===== src/rtl/fpu_issue_ctl.sv =====
// fpu_issue_ctl: core-side issue/writeback sequencer for the FpuFpD datapath.
// Holds one FPU command stable for its latency, captures the FPU result and
// control outputs, then strobes one FPR writeback plus a control-reg commit.
// Optional feature macro: FPU_ISSUE_BYPASS_EN. When defined, exHold drops in
// the writeback cycle so a follow-on command can be accepted then, and the
// result being written back is forwarded into that command's operands.
module fpu_issue_ctl #(
   parameter int unsigned LAT_ADD = 3,
   parameter int unsigned LAT_MUL = 3,
   parameter int unsigned LAT_CNV = 2,
   parameter int unsigned LAT_DEF = 1
) (
   input  logic        clk,
   input  logic        reset,
   input  logic        exValid,
   input  logic [7:0]  exOpMode,
   input  logic [1:0]  exIdMode,
   input  logic [6:0]  exRegA,
   input  logic [6:0]  exRegB,
   input  logic [6:0]  exRegC,
   input  logic [63:0] exValA,
   input  logic [63:0] exValB,
   input  logic [63:0] exValC,
   input  logic [31:0] exSr,
   input  logic [31:0] exFpul,
   input  logic [31:0] exFpScr,
   output logic        exHold,
   output logic [7:0]  fpuOpMode,
   output logic [1:0]  fpuIdMode,
   output logic [6:0]  fpuRegA,
   output logic [6:0]  fpuRegB,
   output logic [6:0]  fpuRegC,
   output logic [63:0] fpuValA,
   output logic [63:0] fpuValB,
   output logic [63:0] fpuValC,
   output logic [31:0] fpuSr,
   output logic [31:0] fpuFpul,
   output logic [31:0] fpuFpScr,
   input  logic [6:0]  fpuRegD,
   input  logic [63:0] fpuValD,
   input  logic [1:0]  fpuModeD,
   input  logic [31:0] fpuOutSr,
   input  logic [31:0] fpuOutFpul,
   input  logic [31:0] fpuOutFpScr,
   output logic        wbEn,
   output logic [6:0]  wbReg,
   output logic [63:0] wbVal,
   output logic [1:0]  wbMode,
   output logic        ctlWe,
   output logic [31:0] ctlOutSr,
   output logic [31:0] ctlOutFpul,
   output logic [31:0] ctlOutFpScr,
   output logic [1:0]  dbg_state
);

   // Opcode and register encodings shared with the core decoder.
   localparam logic [7:0] UCMD_FPU_NONE  = 8'h00;
   localparam logic [7:0] UCMD_FPU_ADD   = 8'h01;
   localparam logic [7:0] UCMD_FPU_SUB   = 8'h02;
   localparam logic [7:0] UCMD_FPU_MUL   = 8'h03;
   localparam logic [7:0] UCMD_FPU_MAC   = 8'h04;
   localparam logic [7:0] UCMD_FPU_MSC   = 8'h05;
   localparam logic [7:0] UCMD_FPU_CNVSI = 8'h06;
   localparam logic [7:0] UCMD_FPU_CNVIS = 8'h07;
   localparam logic [6:0] UREG_ZZR       = 7'h00;

   typedef enum logic [1:0] {ST_IDLE = 2'd0, ST_RUN = 2'd1, ST_WB = 2'd2} state_t;

   typedef struct packed {
      logic [7:0]  op;
      logic [1:0]  mode;
      logic [6:0]  ra;
      logic [6:0]  rb;
      logic [6:0]  rc;
      logic [63:0] va;
      logic [63:0] vb;
      logic [63:0] vc;
      logic [31:0] sr;
      logic [31:0] fpul;
      logic [31:0] fpscr;
   } cmd_t;

   typedef struct packed {
      logic [6:0]  rd;
      logic [63:0] vd;
      logic [1:0]  md;
      logic [31:0] sr;
      logic [31:0] fpul;
      logic [31:0] fpscr;
   } res_t;

   state_t     state_q, state_d;
   logic [3:0] cnt_q, cnt_d;
   cmd_t       cmd_q, cmd_d, new_cmd;
   res_t       res_q, res_d;
   logic       wb_en_q, wb_en_d;
   logic       ctl_we_q, ctl_we_d;
   logic       fwd_ok;
   logic       accept;

   // Run length minus one, so the count reaches zero in the last RUN cycle.
   function automatic logic [3:0] lat_m1(input logic [7:0] op);
      case (op)
         UCMD_FPU_ADD, UCMD_FPU_SUB,
         UCMD_FPU_MAC, UCMD_FPU_MSC:     lat_m1 = 4'(LAT_ADD - 1);
         UCMD_FPU_MUL:                   lat_m1 = 4'(LAT_MUL - 1);
         UCMD_FPU_CNVSI, UCMD_FPU_CNVIS: lat_m1 = 4'(LAT_CNV - 1);
         default:                        lat_m1 = 4'(LAT_DEF - 1);
      endcase
   endfunction

   // Handshake: a command transfers at a rising edge when exValid is high,
   // exOpMode is not NONE and exHold is low; while exHold is high the core
   // keeps its command stable. A NONE opcode never transfers.
`ifdef FPU_ISSUE_BYPASS_EN
   assign exHold = (state_q == ST_RUN);
`else
   assign exHold = (state_q != ST_IDLE);
`endif
   assign accept = exValid && (exOpMode != UCMD_FPU_NONE) && !exHold;

   // Build the command to latch, forwarding the result still being written back.
   always_comb begin
      fwd_ok = 1'b0;
`ifdef FPU_ISSUE_BYPASS_EN
      fwd_ok = (state_q == ST_WB);
`endif
      new_cmd.op    = exOpMode;
      new_cmd.mode  = exIdMode;
      new_cmd.ra    = exRegA;
      new_cmd.rb    = exRegB;
      new_cmd.rc    = exRegC;
      new_cmd.va    = (fwd_ok && wb_en_q && exRegA == res_q.rd) ? res_q.vd : exValA;
      new_cmd.vb    = (fwd_ok && wb_en_q && exRegB == res_q.rd) ? res_q.vd : exValB;
      new_cmd.vc    = (fwd_ok && wb_en_q && exRegC == res_q.rd) ? res_q.vd : exValC;
      new_cmd.sr    = fwd_ok ? res_q.sr    : exSr;
      new_cmd.fpul  = fwd_ok ? res_q.fpul  : exFpul;
      new_cmd.fpscr = fwd_ok ? res_q.fpscr : exFpScr;
   end

   // Next-state logic: count down the run, capture results, one-cycle writeback.
   always_comb begin
      state_d  = state_q;
      cnt_d    = cnt_q;
      cmd_d    = cmd_q;
      res_d    = res_q;
      wb_en_d  = 1'b0;
      ctl_we_d = 1'b0;
      case (state_q)
         ST_IDLE: ;
         ST_RUN: begin
            if (cnt_q == 4'd0) begin
               res_d.rd    = fpuRegD;
               res_d.vd    = fpuValD;
               res_d.md    = fpuModeD;
               res_d.sr    = fpuOutSr;
               res_d.fpul  = fpuOutFpul;
               res_d.fpscr = fpuOutFpScr;
               wb_en_d     = (fpuRegD != UREG_ZZR);
               ctl_we_d    = 1'b1;
               state_d     = ST_WB;
            end else begin
               cnt_d = cnt_q - 4'd1;
            end
         end
         ST_WB:   state_d = ST_IDLE;
         default: state_d = ST_IDLE;
      endcase
      if (accept) begin
         cmd_d   = new_cmd;
         cnt_d   = lat_m1(exOpMode);
         state_d = ST_RUN;
      end
   end

   // State and holding registers; reset discards any in-flight command.
   always_ff @(posedge clk) begin
      if (reset) begin
         state_q  <= ST_IDLE;
         cnt_q    <= 4'd0;
         cmd_q    <= '0;
         res_q    <= '0;
         wb_en_q  <= 1'b0;
         ctl_we_q <= 1'b0;
      end else begin
         state_q  <= state_d;
         cnt_q    <= cnt_d;
         cmd_q    <= cmd_d;
         res_q    <= res_d;
         wb_en_q  <= wb_en_d;
         ctl_we_q <= ctl_we_d;
      end
   end

   assign fpuOpMode   = (state_q == ST_IDLE) ? UCMD_FPU_NONE : cmd_q.op;
   assign fpuIdMode   = cmd_q.mode;
   assign fpuRegA     = cmd_q.ra;
   assign fpuRegB     = cmd_q.rb;
   assign fpuRegC     = cmd_q.rc;
   assign fpuValA     = cmd_q.va;
   assign fpuValB     = cmd_q.vb;
   assign fpuValC     = cmd_q.vc;
   assign fpuSr       = cmd_q.sr;
   assign fpuFpul     = cmd_q.fpul;
   assign fpuFpScr    = cmd_q.fpscr;
   assign wbEn        = wb_en_q;
   assign wbReg       = res_q.rd;
   assign wbVal       = res_q.vd;
   assign wbMode      = res_q.md;
   assign ctlWe       = ctl_we_q;
   assign ctlOutSr    = res_q.sr;
   assign ctlOutFpul  = res_q.fpul;
   assign ctlOutFpScr = res_q.fpscr;
   assign dbg_state   = state_q;

endmodule


===== config.mk =====
export PLATFORM = sky130hd
export DESIGN_NAME = fpu_issue_ctl
export DESIGN_NICKNAME = d
export VERILOG_FILES = /design/src/rtl/fpu_issue_ctl.sv
export SDC_FILE = /design/constraint.sdc
export NUM_CORES = 1
export LEC_CHECK = 0
export CAP_MARGIN = 20
export CELL_PAD_IN_SITES_DETAIL_PLACEMENT = 1
export CELL_PAD_IN_SITES_GLOBAL_PLACEMENT = 1
export CORE_AREA = 2 2 379 381
export DETAILED_ROUTE_END_ITERATION = 12
export DIE_AREA = 0 0 381 383
export PLACE_DENSITY = 0.56
export RECOVER_POWER = 25
export SLEW_MARGIN = 20
export SYNTH_ARGS = -nofsm -noshare
export SYNTH_HDL_FRONTEND = slang
export SYNTH_SLANG_ARGS = --single-unit

===== constraint.sdc =====
create_clock -name clk -period 6 [get_ports clk]
set_clock_uncertainty 0.15 [all_clocks]
set_input_delay 0.6 -clock clk [delete_from_list [all_inputs] [get_ports clk]]
set_output_delay 0.6 -clock clk [all_outputs]
set_load 0.05 [all_outputs]

==> key figures <==
Clock tree
  • Post-CTS setup buffers: 0
  • H-tree depth: 3
  • Root Buffer: clkbuf_16
  • Cts bufs inserted: 68
  • Clock buffer depth: 3
  • Hold_buf cts: 0
  • CTS tree: yes
  • Post_cts resized: 0
  • Worst-skew pair later-pin latency: 650 ps
  • Clock sink count: 496
  • Clock slew at reported path FFs: 60 ps

Floorplan
  • Die Width: 381 um
  • Die area: 0.146 sq mm
  • Row count: 139
  • Core footprint: 0.142 sq mm
  • Die height: 383 um
  • Ports: 984
  • Initial core utilization: 13.8%

Pwr
  • Peak supply drop: 162 uV
  • Pwr dens: 327 mW/mm^2
  • Leak: 11.3 nW

Hold path
  • Worst hold path type: reg -> reg

STA
  • Final cycle utilization of the critical path: 68.4%
  • Final setup viols: 0
  • Worst slew margin: -60.3%
  • Final hold violation count: 0
  • Worst slew pin tran: 2400 ps
  • Slew Viols, Final: 71
  • FMAX: 0.244 GHz
  • Setup tns final: 0 ps
  • Final min period: 4100 ps
  • RSZ-0062 raised after global routing: false

Synth
  • Synth Area in Compound Gates: 12.8%
  • Xor and xnor area share after synthesis: 0.134%
  • Post-Synthesis Cells: 2484
  • Post-synth net total: 2977
  • Mux cell area share after synthesis: 0%
  • Syn avg cell area: 7.89 sq um
  • Adder-Cell Fraction of Synth Area: 0.128%
  • Synth unique cells: 30
  • Yosys reg bits: 496
  • Sequential fraction of the synthesis area: 50.6%
  • Synthesized area: 0.0196 sq mm
  • Synth Warn #: 0
  • Synth Area in Simple Gates: 19.7%
  • Largest family of logic cells by synthesized area: simple AND/OR/NAND/NOR gates

Routing
  • Post-route DRC: 0
  • Via density: 3.61
  • DR pass1 iterations: 4
  • Final wirelength: 94500 um
  • Initial drt markers: 516
  • Drt wl/cell: 18.7 um
  • Via count: 18213
  • ANT nets after route: 0

Placement
  • I/O Buffers: 983
  • HPWL after DPL: 70700 um
  • GP Congestion: 0.785
  • Placed Cells: 4923

Worst setup path
  • CP Launch Type: input port
  • Crit end category: flip-flop
  • WS Path Type: in -> reg
  • Worst EP required: 6410 ps
  • Crit path arrival time: 4520 ps
  • Crit-path max FO: 43

Status
  • Status: finished, violations left
  • Failing checks: capacitance limit, slew limit

Cells and area
  • Layout cells sized above 1: 4.39%
  • # nets final: 3583
  • Synth-to-Final Area Change: 59.2%
  • Post-route insts no fill: 5049

GRT
  • Largest net degree at the start of global routing: 144
  • Grt total ovfl: 0
  • Initial antenna violation count: 13
  • First-pass GRT wire length: 135000 um
  • Vias in the first global route: 19347
  • GRT Total Usage: 12.5%

Flow run
  • Max Cap Violations: 2
==> registers in the layout, indices dropped and copies added (netlist names), 64 cells and up <==
signal and cells:
fpuValA 64, fpuValB 64, fpuValC 64, wbVal 64
==> Yosys cell counts <==
library cell,count,area share (%)
a2111oi_0,1,0.045
a211oi_1,1,0.038
a21oi_1,489,12
a31oi_1,1,0.032
and2_1,1,0.032
and3_1,1,0.032
buf_1,1,0.019
buf_2,34,0.87
buf_4,325,12
buf_6,26,1.5
clkbuf_1,88,1.7
clkbuf_4,1,0.038
dfxtp_1,496,51
ha_1,2,0.13
inv_1,3,0.057
nand2_1,976,19
nand3_1,3,0.077
nor2_1,7,0.13
nor2b_1,10,0.32
nor3_1,5,0.13
nor4_1,1,0.032
o21ai_0,1,0.026
o21ba_2,1,0.051
o21bai_4,1,0.096
or3b_1,1,0.045
or3b_2,1,0.045
or4_1,2,0.077
or4_4,2,0.11
xnor2_1,1,0.045
xor2_1,2,0.089
==> layout by cell type (no fill, tap or decap), drive strengths merged, types with 2 or more instances in the layout <==
cell	count
nand3	3
nand2	976
clkdlybuf4s50	811
dlygate4sd3	171
diode	4
nor2	7
ha	2
inv	5
bufinv	4
buf	27
clkbuf	104
xor2	2
or3b	2
clkinv	11
nor3	5
or4	4
clkinvlp	3
dfxtp	496
nor2b	10
a21oi	489
==> path summary, 6_finish.rpt <==
path                start          end  slack (ps)  cells after the start
min            fpuFpul[6]   fpuFpul[6]         300                      2
max reg2reg  dbg_state[0]  fpuFpul[14]        1910                      5
min reg2reg    fpuFpul[6]   fpuFpul[6]         300                      2
max               exValid  fpuFpul[14]        1900                      6
==> kinds of logic (layout without fill, tap and decap cells) <==
kind of cell               count (synthesis)  count (layout)
other                                      0               4
and+or+nand+nor                         1010            1010
xor gates and xnor gates                   3               3
DFF                                      496             496
AOI/OAI and AO/OA                        495             495
adders and majority gates                  2               2
buffers and inverters                    478            1136
==> through the flow <==
| stage | setup slack [ps] | hold WS, ps | util (%) | area (sq um) | power (mW) |
|---|---|---|---|---|---|
| after floorplan | 3640 | 282 | - | 19600 | 5.27 |
| after global placement | 2300 | 291 | 20.3 | 28900 | 6.12 |
| after detailed placement | 2250 | 296 | 20.3 | 28900 | 6.14 |
| after CTS | 2590 | 242 | 22.0 | 31200 | 10.5 |
| after global routing | 1470 | 297 | 21.9 | 31200 | 10.7 |
| final | 1900 | 298 | 21.9 | 31200 | 10.2 |
==> per-layer routing <==
metal / vias to the layer above / track usage, % / part of all wire, %
met5: - / 0 / 0.083
met2: 660 / 22.0 / 50
met1: 8576 / 12.8 / 37
li1: 8815 / - / -
met4: 16 / 5.81 / 3.9
met3: 146 / 5.44 / 9.4
==> critical path, cell delays in order <==
cell and delay, ps:
clkdlybuf4s50_1 450, or3b_1 490, o21ba_1 1900, buf_4 670, nand2_1 160, a21oi_1 150
==> final cells by class <==
| class | instances | area (sq um) |
|---|---|---|
| diodes | 4 | 10.0 |
| fillers | 16914 | 111000 |
| multi-input cells | 1510 | 6420 |
| well taps | 1903 | 2380 |
| repair buffers | 1011 | 10100 |
| clock buffers | 102 | 2040 |
| inverters | 3 | 11.3 |
| flip-flops and latches | 496 | 9930 |
| clock inverters | 20 | 292 |
==> power by group <==
part | total, mW | switching [mW] | internal [mW]
registers | 3.66 | 0.126 | 3.53
logic | 2.33 | 1.52 | 0.805
clock network | 4.22 | 1.68 | 2.54
total | 10.2 | 3.33 | 6.88
Power figures use the tool's default switching activity.
